`src/rtl/rnn_fixed_pkg.sv`:
```
// Shared fixed-point definitions for the RNN gate datapaths: FSM encoding,
// accumulator sizing and Q-format saturation limits.
package rnn_fixed_pkg;

  typedef enum logic [1:0] {
    IDLE  = 2'd0,
    ACCUM = 2'd1,
    DRAIN = 2'd2,
    DONE  = 2'd3
  } gate_state_t;

  // Full-precision products plus enough guard bits to sum n_terms of them and a bias.
  function automatic int acc_width(input int data_width, input int n_terms);
    return 2 * data_width + $clog2(n_terms + 1) + 1;
  endfunction

  function automatic longint sat_max(input int data_width);
    return (longint'(1) <<< (data_width - 1)) - longint'(1);
  endfunction

  function automatic longint sat_min(input int data_width);
    return -(longint'(1) <<< (data_width - 1));
  endfunction

endpackage

```
`src/rtl/fxp_round_sat.sv`:
```
// Drops FRACT_WIDTH fraction bits from a wide accumulator (floor) and clips
// the result into a signed DATA_WIDTH word, flagging when clipping happened.
module fxp_round_sat
  import rnn_fixed_pkg::*;
#(
  parameter int ACC_WIDTH   = 37,
  parameter int DATA_WIDTH  = 16,
  parameter int FRACT_WIDTH = 8
) (
  input  logic signed [ACC_WIDTH-1:0]  acc,
  output logic signed [DATA_WIDTH-1:0] data,
  output logic                         sat
);

  localparam logic signed [ACC_WIDTH-1:0] MAX_V = ACC_WIDTH'(sat_max(DATA_WIDTH));
  localparam logic signed [ACC_WIDTH-1:0] MIN_V = ACC_WIDTH'(sat_min(DATA_WIDTH));

  // Returns {sat, data}.
  function automatic logic [DATA_WIDTH:0] shift_sat(input logic signed [ACC_WIDTH-1:0] a);
    logic signed [ACC_WIDTH-1:0] s;
    s = a >>> FRACT_WIDTH;
    if (s > MAX_V)
      shift_sat = {1'b1, MAX_V[DATA_WIDTH-1:0]};
    else if (s < MIN_V)
      shift_sat = {1'b1, MIN_V[DATA_WIDTH-1:0]};
    else
      shift_sat = {1'b0, s[DATA_WIDTH-1:0]};
  endfunction

  assign {sat, data} = shift_sat(acc);

endmodule

```
`src/rtl/gate_mac_seq.sv`:
```
// Sequential multiply-accumulate for one RNN gate pre-activation:
// W*{x,h} + b over N_IN+N_HID streamed operand/weight pairs, saturated to DATA_WIDTH.
module gate_mac_seq
  import rnn_fixed_pkg::*;
#(
  parameter int DATA_WIDTH  = 16,
  parameter int FRACT_WIDTH = 8,
  parameter int N_IN        = 4,
  parameter int N_HID       = 4
) (
  input  logic                         clk,
  input  logic                         rst_n,
  input  logic                         start,
  input  logic signed [DATA_WIDTH-1:0] bias,
  input  logic                         in_valid,
  output logic                         in_ready,
  input  logic signed [DATA_WIDTH-1:0] in_data,
  input  logic signed [DATA_WIDTH-1:0] in_weight,
  output logic                         out_valid,
  input  logic                         out_ready,
  output logic signed [DATA_WIDTH-1:0] out_data,
  output logic                         out_sat,
  output logic                         busy
);

  localparam int N_PAIRS   = N_IN + N_HID;
  localparam int ACC_WIDTH = acc_width(DATA_WIDTH, N_PAIRS);
  localparam int CNT_W     = $clog2(N_PAIRS + 1);

  gate_state_t                   state, state_nxt;
  logic        [CNT_W-1:0]       cnt;
  logic signed [2*DATA_WIDTH-1:0] prod_p1;
  logic                          vld_p1;
  logic signed [ACC_WIDTH-1:0]   acc_p2;
  logic signed [ACC_WIDTH-1:0]   prod_ext;
  logic signed [ACC_WIDTH-1:0]   acc_sum;
  logic signed [ACC_WIDTH-1:0]   bias_ext;
  logic signed [DATA_WIDTH-1:0]  sat_data;
  logic                          sat_flag;
  logic                          accept;
  logic                          last_pair;

  assign accept    = in_valid && in_ready;
  assign last_pair = accept && (cnt == CNT_W'(N_PAIRS - 1));
  assign prod_ext  = ACC_WIDTH'(prod_p1);
  assign acc_sum   = vld_p1 ? (acc_p2 + prod_ext) : acc_p2;
  assign bias_ext  = ACC_WIDTH'(bias) <<< FRACT_WIDTH;

  always_ff @(posedge clk or negedge rst_n) begin
    if (!rst_n)
      state <= IDLE;
    else
      state <= state_nxt;
  end

  always_comb begin
    state_nxt = state;
    in_ready  = 1'b0;
    out_valid = 1'b0;
    busy      = 1'b1;
    case (state)
      IDLE: begin
        busy = 1'b0;
        if (start) state_nxt = ACCUM;
      end
      ACCUM: begin
        in_ready = 1'b1;
        if (last_pair) state_nxt = DRAIN;
      end
      DRAIN: state_nxt = DONE;
      DONE: begin
        out_valid = 1'b1;
        if (out_ready) state_nxt = IDLE;
      end
      default: state_nxt = IDLE;
    endcase
  end

  // p1: register the full-precision product of each accepted pair
  always_ff @(posedge clk or negedge rst_n) begin
    if (!rst_n) begin
      prod_p1 <= '0;
      vld_p1  <= 1'b0;
    end else begin
      vld_p1 <= accept;
      if (accept) prod_p1 <= in_data * in_weight;
    end
  end

  // p2: accumulate, then shift/saturate into the output register during DRAIN
  always_ff @(posedge clk or negedge rst_n) begin
    if (!rst_n) begin
      acc_p2   <= '0;
      cnt      <= '0;
      out_data <= '0;
      out_sat  <= 1'b0;
    end else begin
      case (state)
        IDLE: begin
          if (start) begin
            acc_p2 <= bias_ext;
            cnt    <= '0;
          end
        end
        ACCUM: begin
          acc_p2 <= acc_sum;
          if (accept) cnt <= cnt + 1'b1;
        end
        DRAIN: begin
          acc_p2   <= acc_sum;
          out_data <= sat_data;
          out_sat  <= sat_flag;
        end
        default: ;
      endcase
    end
  end

  fxp_round_sat #(
    .ACC_WIDTH  (ACC_WIDTH),
    .DATA_WIDTH (DATA_WIDTH),
    .FRACT_WIDTH(FRACT_WIDTH)
  ) u_round_sat (
    .acc (acc_sum),
    .data(sat_data),
    .sat (sat_flag)
  );

endmodule

```
`config.mk`:
```
export PLATFORM = sky130hd
export DESIGN_NAME = gate_mac_seq
export DESIGN_NICKNAME = d
export VERILOG_FILES = /design/src/rtl/rnn_fixed_pkg.sv /design/src/rtl/fxp_round_sat.sv /design/src/rtl/gate_mac_seq.sv
export SDC_FILE = /design/constraint.sdc
export NUM_CORES = 1
export LEC_CHECK = 0
export BUFFER_PORTS_ARGS = -buffer_cell sky130_fd_sc_hd__buf_2
export CORE_ASPECT_RATIO = 0.6
export CORE_MARGIN = 2
export CORE_UTILIZATION = 59
export CTS_CLUSTER_DIAMETER = 80
export CTS_CLUSTER_SIZE = 12
export DETAILED_ROUTE_END_ITERATION = 8
export PLACE_DENSITY = 0.91
export SLEW_MARGIN = 20
export SYNTH_ARGS = -nofsm -noshare
export SYNTH_HDL_FRONTEND = slang
export SYNTH_HIERARCHICAL = 1
export SYNTH_SLANG_ARGS = --single-unit
export TNS_END_PERCENT = 100
```
`constraint.sdc`:
```
create_clock -name clk -period 3.7 [get_ports clk]
set_input_delay 0.37 -clock clk [delete_from_list [all_inputs] [get_ports clk]]
set_output_delay 0.37 -clock clk [all_outputs]
set_load 0.1 [all_outputs]
```
==> results_dict.tcl <==
set metrics [dict create \
    yosys_warnings 6 \
    synth_nets 2223 \
    clock_skew_ps 10.69 \
    die_area_sq_um 29010 \
    gr-total-overflow 0 \
    dp.cells 2424 \
    fin_nets 2563 \
    timing.fmax_ghz 0.1750 \
    die_h_microns 132.7 \
    drc_errors 0 \
    ys.flop_type "dfrtp_1" \
    cts_tree "done" \
    antenna_found_initial 1 \
    ys_seq_elements 93 \
    critPathCaptureType "register" \
    vias 15250 \
    violations "setup timing" \
    cp.required_ps 3930 \
    vias_per_cell 6.111 \
    worstHoldPathType "in -> async" \
    firstDrtPassIters 6 \
    gp_congestion 0.9811 \
    synth_top_area_share 0.3230 \
    multiInputGateArea_sq_um 13830 \
    crit_fanout 10 \
    synth.area.top_cells "fa_1 32%, dfrtp_1 14%, ha_1 9.5%, inv_1 7.4%, and2_1 5.0%" \
    ctsHoldBuffers 0 \
    max_slew_margin 0.2496 \
    numPortBuffers 72 \
    n_fill_cell 1490 \
    track_usage 0.3537 \
    first_global_vias 16260 \
    layout_common_cells "287 x inv_1, 279 x buf_4, 244 x fa_1" \
    wl_per_cell_microns 21.15 \
    rsz0062_at_grt "true" \
    setup_violations 42 \
    regArea_sq_um 2327 \
    synth-async-reset-ratio 1.000 \
    arrival_ps 5940 \
    period_share 1.544 \
    cts_buffer_depth 2 \
    hold_viol_final 0 \
    grt_max_degree 65 \
    layout_commonest_cell "inv_1" \
    drv_slew 0 \
    grt_pass1_wl_microns 81040 \
    clockRootBuffer "clkbuf_16" \
    area_growth_pct 32.16 \
    fp.coreArea_sq_um 27350 \
    worst_pin_slew_ps 1126 \
    hpwl_microns 36530 \
    cts_made_buffers 9 \
    regToRegSetupSlack_ps -510 \
    synth_edf_count 0 \
    synth_top_area_cell "fa_1" \
    routed_wl_microns 52780 \
    drive_gt1_frac 0.3242 \
    path_class "in -> reg" \
    yosysUniqueCellTypes 76 \
    synth_cells 1783 \
    drt_iter0_drc 1540 \
    drv_cap 0 \
    stdcell_count 2495 \
    status "finished, violations left" \
    post-route-min-period_ps 5714 \
    startpoint_type "primary input" \
    seq_area_frac_synth 0.1428 \
    ant_nets 0 \
    insertion_delay_ps 360 \
    clk_pin_slew_ps 70 \
    rows 47 \
    die_w_microns 218.6 \
    cts_sinks 93 \
    initial_utilization 0.5961 \
    ff2ff_path_depth 17 \
    antenna-diode-count 0 \
    io_pins 73 \
    syn-cell-area_sq_um 16300 \
    htree_levels 3 \
    syn-mean-instance-area_sq_um 9.142 \
    setup_slack_ps -2014 \
]
==> final timing paths <==
kind / start / endpoint
worst max-delay path: in_data[15] / prod_p1[30]
worst min-delay path: rst_n / acc_p2[2]
worst max register to register: prod_p1[0] / out_data[0]
worst min register to register: prod_p1[23] / prod_p1[23]
max in group asynchronous: rst_n / acc_p2[31]
min in group clk: in_valid / cnt[0]
==> metrics by stage <==
step | worst slack, ps | utilization | TNS (ps) | hold WS (ps) | area, sq um
floorplan | -1952 | - | -33300 | 74.41 | 16940
global placement | -2372 | 0.7072 | -50030 | 480.8 | 19340
detailed placement | -2462 | 0.7072 | -53810 | 485.3 | 19340
CTS | -1878 | 0.7642 | -38410 | 150.0 | 20900
global route | -2113 | 0.7878 | -48790 | 187.3 | 21540
finish | -2014 | 0.7878 | -44620 | 97.99 | 21540
==> synth_stat cells (4+ instances only) <==
cell and number:
nor2b_1 7, xnor2_1 43, o21bai_1 4, nor3_1 11, o21ai_1 15, nand3b_1 4, a41oi_1 4, nand2b_1 13
dfrtp_1 93, ha_1 124, o22ai_1 5, nand4_1 7, xor2_1 23, mux2_2 51, nor2_1 58, fa_1 263
a31oi_1 9, a211oi_1 5, and3_1 8, o21a_1 4, inv_1 320, o31ai_1 6, a22o_1 9, nand2_1 202
nor4_1 4, and2_1 129, nand3_1 29, o21ai_0 54, o211ai_1 9, a21o_2 5, a221o_1 16, a21oi_1 84
clkbuf_1 60, a21o_1 35, or3_1 5
==> cells by family after synthesis <==
| kind of cell | Yosys count | share of synthesized area |
|---|---|---|
| xor+xnor | 66 | 0.03546 |
| simple gates | 487 | 0.1462 |
| flops | 93 | 0.1428 |
| mux | 54 | 0.03708 |
| buf+inv | 388 | 0.09043 |
| fa+ha+maj | 387 | 0.4182 |
| compound gates | 308 | 0.1299 |
==> flip-flops by register name, indices dropped and copies added (netlist names) <==
| signal | flops |
|---|---|
| acc_p2 | 37 |
| cnt | 4 |
| out_data | 16 |
| out_sat | 1 |
| prod_p1 | 32 |
| state | 2 |
| vld_p1 | 1 |
==> critical path, cell delays in order <==
cell and delay, ps:
buf_4 180, buf_6 180, nand2_1 90, fa_1 500, inv_1 80, fa_1 530, fa_1 470, fa_1 540
fa_1 560, inv_1 90, fa_1 530, inv_1 60, ha_4 220, a21o_1 180, a21oi_2 140, nand2b_1 70
o311a_1 340, a211o_1 310, o31ai_2 250, xor2_1 180, o21ai_1 90
==> per-layer routing <==
metal	track usage	wire length, microns
met5	0	13
met4	0.1202	2483
met3	0.08115	5337
met2	0.5927	25360
met1	0.4542	19580
==> cell type report <==
type	instances	area share
repair buffers	397	0.1573
clock buffers	13	0.01208
inverters	320	0.05605
clock inverters	3	0.003136
multi-input cells	1302	0.6420
flip-flops and latches	93	0.1080
well taps	367	0.02132
==> repair_timing <==
action,4_1_cts,5_1_grt
gates cloned,4,3
pin swaps,96,54
endpoints found under the setup margin,42,43
buffers inserted,35,24
gates resized for setup,217,85
Power is left out: the tool's default activity adds up to more than one toggle a clock period on the data nets, which glitch-free logic cannot reach.
